--- src/rtl/data_mem_ctrl_if.sv ---
// Processor Memory-stage and data-SRAM signal bundle for data_mem_ctrl.
// slave = controller view, master = processor plus SRAM view.
interface data_mem_ctrl_if #(
  parameter int WORD_SIZE     = 16,
  parameter int MEM_ADDR_BITS = 12
);
  logic [WORD_SIZE-1:0]     DataAddr;
  logic                     ReadData;
  logic                     WriteData;
  logic [WORD_SIZE-1:0]     DataOut;
  logic [WORD_SIZE-1:0]     DataIn;
  logic                     DataWaitreq;
  logic [MEM_ADDR_BITS-1:0] mem_addr;
  logic                     mem_rd;
  logic                     mem_wr;
  logic [WORD_SIZE-1:0]     mem_wdata;
  logic [WORD_SIZE-1:0]     mem_rdata;

  modport slave (
    input  DataAddr, ReadData, WriteData, DataOut, mem_rdata,
    output DataIn, DataWaitreq, mem_addr, mem_rd, mem_wr, mem_wdata
  );

  modport master (
    output DataAddr, ReadData, WriteData, DataOut, mem_rdata,
    input  DataIn, DataWaitreq, mem_addr, mem_rd, mem_wr, mem_wdata
  );
endinterface

--- src/rtl/data_mem_ctrl.sv ---
// Data-memory controller: stalls the Memory stage while a fixed-latency SRAM access runs.
// Optional DMC_WRITE_POST_EN adds a one-entry posted-write buffer.
module data_mem_ctrl #(
  parameter int WORD_SIZE     = 16,
  parameter int MEM_ADDR_BITS = 12,
  parameter int MEM_LATENCY   = 2
) (
  input  logic            Clock,
  input  logic            Resetn,
  data_mem_ctrl_if.slave  bus,
  output logic            addr_err
);

  typedef enum logic [1:0] {IDLE, RD_WAIT, DONE} state_e;

  state_e               state_q, state_d;
  logic [3:0]           cnt_q, cnt_d;
  logic [WORD_SIZE-1:0] rdata_q, rdata_d;
  logic                 addr_err_q, addr_err_d;
  logic                 req;
  logic                 in_range;
  logic                 wb_busy;

  assign req      = bus.ReadData | bus.WriteData;
  assign in_range = (bus.DataAddr >> MEM_ADDR_BITS) == '0;
  assign bus.DataIn = rdata_q;
  assign addr_err   = addr_err_q;

`ifdef DMC_WRITE_POST_EN
  logic                     wb_valid_q, wb_valid_d;
  logic [MEM_ADDR_BITS-1:0] wb_addr_q, wb_addr_d;
  logic [WORD_SIZE-1:0]     wb_data_q, wb_data_d;

  assign wb_busy = wb_valid_q;
`else
  assign wb_busy = 1'b0;
`endif

  always_comb begin
    // NOTE: every output of this block gets a default first so no path can infer a latch.
    state_d         = state_q;
    cnt_d           = cnt_q;
    rdata_d         = rdata_q;
    addr_err_d      = addr_err_q;
    bus.DataWaitreq = 1'b0;
    bus.mem_rd      = 1'b0;
    bus.mem_wr      = 1'b0;
    bus.mem_addr    = bus.DataAddr[MEM_ADDR_BITS-1:0];
    bus.mem_wdata   = bus.DataOut;
`ifdef DMC_WRITE_POST_EN
    wb_valid_d = 1'b0;
    wb_addr_d  = wb_addr_q;
    wb_data_d  = wb_data_q;
    // A buffered write always drains in the cycle right after it was accepted.
    if (wb_valid_q) begin
      bus.mem_wr    = 1'b1;
      bus.mem_addr  = wb_addr_q;
      bus.mem_wdata = wb_data_q;
    end
`endif

    unique case (state_q)
      IDLE: begin
        if (req) begin
          bus.DataWaitreq = 1'b1;
          if (bus.ReadData && wb_busy) begin
            state_d = IDLE;
          end else if (!in_range) begin
            // Out-of-range: no SRAM traffic, reads return zero, writes vanish.
            addr_err_d = 1'b1;
            if (bus.ReadData) rdata_d = '0;
            state_d = DONE;
          end else if (bus.ReadData) begin
            bus.mem_rd = 1'b1;
            cnt_d      = 4'(MEM_LATENCY - 1);
            state_d    = RD_WAIT;
          end else begin
`ifdef DMC_WRITE_POST_EN
            bus.DataWaitreq = 1'b0;
            wb_valid_d      = 1'b1;
            wb_addr_d       = bus.DataAddr[MEM_ADDR_BITS-1:0];
            wb_data_d       = bus.DataOut;
`else
            bus.mem_wr = 1'b1;
            state_d    = DONE;
`endif
          end
        end
      end
      RD_WAIT: begin
        bus.DataWaitreq = 1'b1;
        if (cnt_q == '0) begin
          rdata_d = bus.mem_rdata;
          state_d = DONE;
        end else begin
          cnt_d = cnt_q - 4'd1;
        end
      end
      DONE:    state_d = IDLE;
      default: state_d = IDLE;
    endcase

    // While held in reset the stall simply mirrors the request and nothing reaches the SRAM.
    if (!Resetn) begin
      bus.mem_rd      = 1'b0;
      bus.mem_wr      = 1'b0;
      bus.DataWaitreq = req;
    end
  end

  always_ff @(posedge Clock or negedge Resetn) begin
    if (!Resetn) begin
      state_q    <= IDLE;
      cnt_q      <= '0;
      rdata_q    <= '0;
      addr_err_q <= 1'b0;
    end else begin
      // NOTE: registers update with non-blocking assignments so every flop samples pre-edge values.
      state_q    <= state_d;
      cnt_q      <= cnt_d;
      rdata_q    <= rdata_d;
      addr_err_q <= addr_err_d;
    end
  end

`ifdef DMC_WRITE_POST_EN
  always_ff @(posedge Clock or negedge Resetn) begin
    if (!Resetn) begin
      wb_valid_q <= 1'b0;
      wb_addr_q  <= '0;
      wb_data_q  <= '0;
    end else begin
      wb_valid_q <= wb_valid_d;
      wb_addr_q  <= wb_addr_d;
      wb_data_q  <= wb_data_d;
    end
  end
`endif

endmodule
--- src/flat_wrapper.sv ---
// flat-port wrapper written by rule: the top's interface ports become plain ports
module data_mem_ctrl_flat 
#(
  parameter int WORD_SIZE     = 16,
  parameter int MEM_ADDR_BITS = 12,
  parameter int MEM_LATENCY   = 2
)
  (Clock, Resetn, addr_err, bus_DataAddr, bus_ReadData, bus_WriteData, bus_DataOut, bus_mem_rdata, bus_DataIn, bus_DataWaitreq, bus_mem_addr, bus_mem_rd, bus_mem_wr, bus_mem_wdata);
  data_mem_ctrl_if #(.WORD_SIZE(WORD_SIZE), .MEM_ADDR_BITS(MEM_ADDR_BITS)) bus_i ();
  input  logic Clock;
  input  logic Resetn;
  output logic addr_err;
  input wire logic [$bits(bus_i.DataAddr)-1:0] bus_DataAddr;
  input wire logic [$bits(bus_i.ReadData)-1:0] bus_ReadData;
  input wire logic [$bits(bus_i.WriteData)-1:0] bus_WriteData;
  input wire logic [$bits(bus_i.DataOut)-1:0] bus_DataOut;
  input wire logic [$bits(bus_i.mem_rdata)-1:0] bus_mem_rdata;
  output wire logic [$bits(bus_i.DataIn)-1:0] bus_DataIn;
  output wire logic [$bits(bus_i.DataWaitreq)-1:0] bus_DataWaitreq;
  output wire logic [$bits(bus_i.mem_addr)-1:0] bus_mem_addr;
  output wire logic [$bits(bus_i.mem_rd)-1:0] bus_mem_rd;
  output wire logic [$bits(bus_i.mem_wr)-1:0] bus_mem_wr;
  output wire logic [$bits(bus_i.mem_wdata)-1:0] bus_mem_wdata;
  assign bus_i.DataAddr = bus_DataAddr;
  assign bus_i.ReadData = bus_ReadData;
  assign bus_i.WriteData = bus_WriteData;
  assign bus_i.DataOut = bus_DataOut;
  assign bus_i.mem_rdata = bus_mem_rdata;
  assign bus_DataIn = bus_i.DataIn;
  assign bus_DataWaitreq = bus_i.DataWaitreq;
  assign bus_mem_addr = bus_i.mem_addr;
  assign bus_mem_rd = bus_i.mem_rd;
  assign bus_mem_wr = bus_i.mem_wr;
  assign bus_mem_wdata = bus_i.mem_wdata;
  data_mem_ctrl #(.WORD_SIZE(WORD_SIZE), .MEM_ADDR_BITS(MEM_ADDR_BITS), .MEM_LATENCY(MEM_LATENCY)) u_core (.Clock(Clock), .Resetn(Resetn), .bus(bus_i), .addr_err(addr_err));
endmodule
--- config.mk ---
export PLATFORM = sky130hd
export DESIGN_NAME = data_mem_ctrl_flat
export DESIGN_NICKNAME = d
export VERILOG_FILES = /design/src/rtl/data_mem_ctrl_if.sv /design/src/rtl/data_mem_ctrl.sv /design/src/flat_wrapper.sv
export SDC_FILE = /design/constraint.sdc
export NUM_CORES = 1
export LEC_CHECK = 0
export CORE_UTILIZATION = 32
export DETAILED_ROUTE_END_ITERATION = 16
export PLACE_DENSITY_LB_ADDON = 0.1
export SKIP_CTS_REPAIR_TIMING = 1
export SYNTH_ARGS = -nofsm -noshare
export SYNTH_HDL_FRONTEND = slang
export SYNTH_SLANG_ARGS = --single-unit
--- constraint.sdc ---
create_clock -name Clock -period 1.8 [get_ports Clock]
set_input_delay 0.18 -clock Clock [delete_from_list [all_inputs] [get_ports Clock]]
set_output_delay 0.18 -clock Clock [all_outputs]
set_load 0.02 [all_outputs]
; ---- After elaboration in Yosys (flattened, before gate mapping)
; Cells that the tools add are included.
[word_totals]
wordCells = 50
in_bits = 52
output_inout_bits = 48
ff_bits = 23
[op_classes]
n_addsub = 1
n_reduce_logical = 8
n_mux = 28
n_bitwise = 2
eq_ne = 7
[ops]
columns = operator, n
row1 = two-way mux 16 bit, 4
row2 = one-hot mux 16 bit (2 select lines), 1
row3 = logical NOT 16 bit, 1
row4 = two-way mux 4 bit, 4
row5 = two-way mux 1 bit, 12
row6 = AND reduction 5 bit, 2
row7 = two-way mux 2 bit, 4
row8 = one-hot mux 4 bit (2 select lines), 1
row9 = != test 2 x 1 -> 1 bit (second input constant), 3
row10 = != test 2 bit (second input constant), 3
row11 = logical NOT 4 bit, 1
row12 = one-hot mux 2 bit (2 select lines), 1
row13 = subtractor 4 x 1 -> 4 bit (second input constant), 1
row14 = AND reduction 3 bit, 1
row15 = equality test 2 x 1 -> 1 bit (second input constant), 1
row16 = logical NOT 2 bit, 1
row17 = one-hot mux 1 bit (2 select lines), 1
row18 = AND reduction 2 bit, 1
row19 = nonzero test 2 bit, 1
row20 = NOT 1 bit, 1
row21 = bitwise OR 1 bit, 1

; ---- Longest topological paths before layout
; Gate-level depths: netlist of the first run.
[depth]
ltp_word = 5
depth_mapped = 6
ltp_nobuf = 5

; ---- Worst setup path before layout of the first run
; No wires, ideal clock.
[synth_path]
path_kind = input -> output
startpoint = input port bus_DataAddr[15]
endpoint = output port bus_mem_wr
stages = 3
arrival_ps = 1400
path_buffers = 0
required_ps = 1620
slack_ps = 220
cell_sequence = nor4_2 > nand2_1 > nor4bb_1
[synth_between]
elab_chain_len = 5
[synth_rtl]
columns = item, line_no
row1 = start: declaration, flat_wrapper.sv:13  ; input wire logic [$bits(bus_i.DataAddr)-1:0] bus_DataAddr;
row2 = logical NOT 16 bit, data_mem_ctrl.sv:25  ; assign in_range = (bus.DataAddr >> MEM_ADDR_BITS) == '0;
row3 = two-way mux 1 bit, data_mem_ctrl.sv:68  ; end else if (!in_range) begin
row4 = two-way mux 1 bit, data_mem_ctrl.sv:64  ; if (req) begin
row5 = two-way mux 1 bit, data_mem_ctrl.sv:62  ; unique case (state_q)
row6 = two-way mux 1 bit, data_mem_ctrl.sv:104  ; if (!Resetn) begin
row7 = end: declaration, flat_wrapper.sv:22  ; output wire logic [$bits(bus_i.mem_wr)-1:0] bus_mem_wr;
; No other way between the ends.

; ---- Worst setup path after layout of the first run
[layout_path]
startpoint = input port bus_DataAddr[15]
endpoint = output port bus_mem_rd
[layout_between]
elab_chain_len = 5
[layout_rtl]
columns = item, line_no
row1 = logical NOT 16 bit, data_mem_ctrl.sv:25
row2 = two-way mux 1 bit, data_mem_ctrl.sv:68
row3 = two-way mux 1 bit, data_mem_ctrl.sv:64
row4 = two-way mux 1 bit, data_mem_ctrl.sv:62
row5 = two-way mux 1 bit, data_mem_ctrl.sv:104
row6 = end: declaration, flat_wrapper.sv:21  ; output wire logic [$bits(bus_i.mem_rd)-1:0] bus_mem_rd;
; No other way between the ends.

==> qor.txt, run 1 <==
Port bufs = 43
Die Footprint = 4090 um2
Syn_nets = 160
Startpoint Class = input port
WP data required = 1620 ps
Launch point of the worst reg-to-reg path = u_core.cnt_q[0]$_DFFE_PN0P_
Commonest cells in the netlist = buf_4 (28), dfrtp_1 (23), a22o_1 (17)
Top post-synthesis cells by area = dfrtp_1 (47%), buf_4 (17%), a22o_1 (12%), ha_1 (2.0%), nor3b_2 (2.0%)
Min-Delay Path Class = in2out
Proportion of layout cells with a drive suffix above 1 = 0.140
CP Capture Type = output port
Worst skew pair latency = 260 ps
Cells along the critical path = clkdlybuf4s50_1 -> nor4_4 -> buf_4 -> and3_1 -> dlymetal6s2s_1
Ys Warns = 0
Vias per cell = 4.92
RSZ-0062 raised after global routing = yes
Final ANT Viol Nets = 0
Crit path DAT = 1510 ps
Largest area contributor in the netlist = dfrtp_1
WHS = 360 ps
FFs w/ async S/R, synth = 1.00
# setup viols final = 0
HPWL Detailed = 1.95 mm
Most common cell in the netlist = buf_4
Pwr dens = 866 nW/um2
Max-Cap Viols = 0
Post-route setup TNS = 0 ps
Post-Route Utilization = 0.440
R2R depth = 6
DR WL/cell = 15.1 um
CP max FO = 5
Synth Instances = 106
Drt initial violations = 20
RR Endpoint = u_core.bus.DataIn[4]$_DFFE_PN0P_
Ratio of final minimum period to clock period = 0.940
First-pass GRT wire length = 4.41 mm
P_leak = 0.769 nW
Core area = 3660 um2
Max-slew headroom = 0.727
H-tree depth = 1
Hold Path Sink = bus_mem_addr[2]
Slowest CP cell = clkdlybuf4s50_1
Layout area overhead = 31.2%
Initial core utilization = 0.336
Clock tree buffer depth = 2
Post-route cell area = 1610 um2
Mapped Area = 1230 um2
WS Path Type = in2out
Number of global-route vias before repair = 888
Drt first pass iters = 4
Die W = 64.0 um
Initial antenna violation count = 0
Fill count = 348
CTS sink cnt = 23
Final Hold Fails = 0
Outcome = finished clean
CTS tree = yes
Overall global routing resource usage = 0.139
Root Buffer = clkbuf_8
IO Pins = 100
Area after DPL = 1550 um2
ANT cells = 0
Largest net degree at the start of global routing = 24
Ys flop type = dfrtp_1
Post-synth EDFFs = 0
Min-delay src = bus_DataAddr[2]
Residual DRC = 0
Worst Hold Depth = 0
Routability cong. = 0.688
Share of the synthesized area in the top cell type = 0.468
Placement row count = 22
Peak supply drop = 291 uV
Pins Over Slew Limit = 0
Die Height = 64.0 um
Synth cell types = 30
Reg2Reg Setup Slack = 170 ps
#FFs+latches synth = 23
Actual slew at the worst max-slew pin = 408 ps
GRT overflow = 0
Total routed wirelength = 2.67 mm
Post-Syn Area per Cell = 11.6 um2
Max frequency = 0.591 GHz
Final #Nets = 184
Sequential share of the synthesized area = 0.468
CP max stage delay = 460 ps
Via count = 870
CTS buffer count = 3
Crit path time final = 1690 ps
Layout Skew = 6.08 ps
## per-layer routing
| metal | GRT usage | routed length, um | part of all wire |
|---|---|---|---|
| met3 | 0.0393 | 276 | 0.10 |
| met2 | 0.215 | 1230 | 0.46 |
| met1 | 0.176 | 1120 | 0.42 |
| met4 | 0.0682 | 40 | 0.015 |
| met5 | 0 | 0 | 0 |
## how the worst max path moves through the flow
stage                          start  depth (start not counted)          to  slack, ps
floorplan           bus_DataAddr[15]                          3  bus_mem_wr        220
global placement    bus_DataAddr[15]                          5  bus_mem_wr       -310
detailed placement  bus_DataAddr[15]                          5  bus_mem_wr       -310
CTS                 bus_DataAddr[15]                          5  bus_mem_wr       -330
global route        bus_DataAddr[15]                          5  bus_mem_wr        -20
finish              bus_DataAddr[15]                          5  bus_mem_rd        110
## kinds of logic (layout without fill, tap and decap cells)
kind of cell             after synthesis  count (layout)  share of synthesized area
multiplexers                           1               1                    0.00815
AND/OR/NAND/NOR                       16              16                      0.101
adder cells (fa/ha/maj)                2               2                     0.0204
flip-flops                            23              23                      0.468
AO/OA/AOI/OAI                         29              29                      0.203
buffers and inverters                 35              58                      0.200
## layout make-up
type | count | area [um2] | area share
clock buffer | 3 | 41.3 | 0.0256
clock inverter | 1 | 5.00 | 0.00311
inverter | 5 | 18.8 | 0.0116
multi-input combinational | 48 | 423 | 0.262
sequential | 23 | 576 | 0.357
tap | 48 | 60.1 | 0.0373
timing repair buffer | 49 | 488 | 0.303
## cells in the final DEF (no fill, tap or decap), types with 3 or more instances in the layout
master | synthesis | final
a22o_1 | 17 | 17
buf_4 | 28 | 5
clkdlybuf4s50_1 | 0 | 40
clkbuf_8 | 0 | 3
dfrtp_1 | 23 | 23
inv_1 | 5 | 5
## flip-flops by register name, indices dropped and copies added (netlist names)
| signal | count |
|---|---|
| u_core.bus.DataIn | 16 |
| u_core.cnt_q | 4 |
| u_core.state_q | 2 |
| u_core.addr_err | 1 |
## metrics by stage
step,setup slack [ps],std cells,power (mW)
after floorplan,220,106,0.990
after global placement,-313,173,1.08
after detailed placement,-307,173,1.09
after CTS,-329,177,1.41
after global routing,-19.5,177,1.51
final,109,177,1.40
## worst max-delay path, delay by kind of cell
family                 cells  cell delay, ps
buffers and inverters      3             870
AND/OR/NAND/NOR            2             460
## power breakdown
| group | switching [mW] | internal [mW] | total, mW |
|---|---|---|---|
| Clock | 0.158 | 0.154 | 0.312 |
| Combinational | 0.214 | 0.235 | 0.449 |
| Sequential | 0.0590 | 0.576 | 0.635 |
Power figures use the tool's default switching activity.
==> run 2, diff against run 1 <==
--- a/config.mk
+++ b/config.mk
@@ -5,7 +5,9 @@
 export SDC_FILE = /design/constraint.sdc
 export NUM_CORES = 1
 export LEC_CHECK = 0
+export CORE_ASPECT_RATIO = 1.2
 export CORE_UTILIZATION = 32
+export CTS_CLUSTER_DIAMETER = 150
 export DETAILED_ROUTE_END_ITERATION = 16
 export PLACE_DENSITY_LB_ADDON = 0.1
 export SKIP_CTS_REPAIR_TIMING = 1
==> qor.txt, run 2 (synthesis gave the netlist of run 1 again) <==
Die Footprint = 4090 um2
Root Buffer = clkbuf_8
Pwr dens = 863 nW/um2
Largest net degree at the start of global routing = 18
Ratio of final minimum period to clock period = 0.942
Sw Share = 0.304
CTS buffer count = 3
Max reg flops = 16
Residual DRC = 0
# setup viols final = 0
RR Endpoint = u_core.bus.DataIn[10]$_DFFE_PN0P_
WP data required = 1620 ps
Total routed wirelength = 2.61 mm
Port bufs = 43
H-tree depth = 1
Core area = 3660 um2
Initial antenna violation count = 0
P_leak = 0.803 nW
CP max FO = 2
Peak supply drop = 416 uV
GRT overflow = 0
CP max stage delay = 430 ps
Flop pwr share = 0.449
DR WL/cell = 14.1 um
CP Capture Type = output port
Startpoint Class = input port
Storage cell area = 576 um2
Layout area overhead = 33.4%
Crit path time final = 1700 ps
Die W = 58.6 um
Cells along the critical path = clkdlybuf4s50_1 -> nor4_2 -> nand2_1 -> nor4bb_1 -> dlymetal6s2s_1
First-pass GRT wire length = 4.06 mm
Buf/Inv on CP = 2
Switching power = 430 uW
Place WS = -323 ps
Layout Skew = 4.56 ps
Pwr Total = 1.41 mW
Int Pwr = 984 uW
Clock tree buffer depth = 2
Post-route setup TNS = 0 ps
R2R depth = 7
Overall global routing resource usage = 0.129
Most frequent cells in the layout = clkdlybuf4s50_1 (40), dfrtp_1 (23), a22o_1 (17)
Min-Delay Path Class = in2async
Area after DPL = 1590 um2
Outcome = finished clean
Logic pwr share = 0.332
ANT cells = 0
CTS sink cnt = 23
Via count = 878
Leading cell type in the layout, fill and taps excluded = clkdlybuf4s50_1
Reg2Reg Setup Slack = 200 ps
HPWL Detailed = 2.03 mm
Drt first pass iters = 4
Die Height = 69.9 um
Final #Nets = 188
Post-route cell area = 1640 um2
Crit path DAT = 1520 ps
Max frequency = 0.590 GHz
Multi-input gate area = 408 um2
Reg clk slew, reported paths = 80 ps
Launch point of the worst reg-to-reg path = u_core.cnt_q[0]$_DFFE_PN0P_
Proportion of layout cells with a drive suffix above 1 = 0.150
IO Pins = 100
WHS = 315 ps
Final ANT Viol Nets = 0
Vias per cell = 4.75
Number of global-route vias before repair = 898
Max-slew headroom = 0.744
CP delay by family, top = buffers and inverters
CTS tree = yes
Placement row count = 24
Actual slew at the worst max-slew pin = 383 ps
Fill count = 377
RSZ-0062 raised after global routing = no
Worst skew pair latency = 260 ps
Initial core utilization = 0.335
WS Path Type = in2out
Max-Cap Viols = 0
Clock network fraction of total power = 0.218
Final WS setup = 104 ps
Pins Over Slew Limit = 0
Final Hold Fails = 0
Drt initial violations = 9
Routability cong. = 0.776
Slowest CP cell = clkdlybuf4s50_1
==> run 2: area by class of cell <==
| type | count | area share |
|---|---|---|
| Clock inverter | 1 | 0.00305 |
| Multi-Input combinational cell | 48 | 0.249 |
| Inverter | 5 | 0.0115 |
| Timing Repair Buffer | 53 | 0.321 |
| Sequential cell | 23 | 0.351 |
| Clock buffer | 3 | 0.0252 |
| Tap cell | 52 | 0.0397 |
==> run 2: metal layers <==
layer  up-vias  global-route usage  wire, um  part of all wire
li1        406                   -         -                 -
met1       420               0.150      1070              0.41
met5         -                   0         0                 0
met4         0              0.0556        20            0.0077
met2        44               0.217      1320              0.51
met3         8              0.0370       205             0.078
==> run 2: how the worst max path moves through the flow <==
stage / startpoint / to / slack [ps] / cells past startpoint
2_1_floorplan: bus_DataAddr[15] / bus_mem_wr / 220 / 3
3_3_place_gp: bus_DataAddr[15] / bus_mem_wr / -300 / 5
3_5_place_dp: bus_DataAddr[15] / bus_mem_wr / -320 / 5
4_1_cts: bus_DataAddr[15] / bus_mem_wr / -330 / 5
5_1_grt: bus_DataAddr[15] / bus_mem_wr / 30 / 5
6_report: bus_DataAddr[15] / bus_mem_wr / 100 / 5
==> run 2: stage by stage <==
stage,util,cells
finish,0.447,185
global route,0.447,185
CTS,0.445,185
detailed placement,0.433,181
global placement,0.433,181
floorplan,-,106
==> run 2: power groups by stage <==
stage,sequential (mW),combinational [mW],clock (mW)
global placement,0.643,0.463,0
floorplan,0.657,0.333,0
finish,0.636,0.470,0.309
detailed placement,0.646,0.468,0
CTS,0.637,0.471,0.323
global route,0.648,0.513,0.346
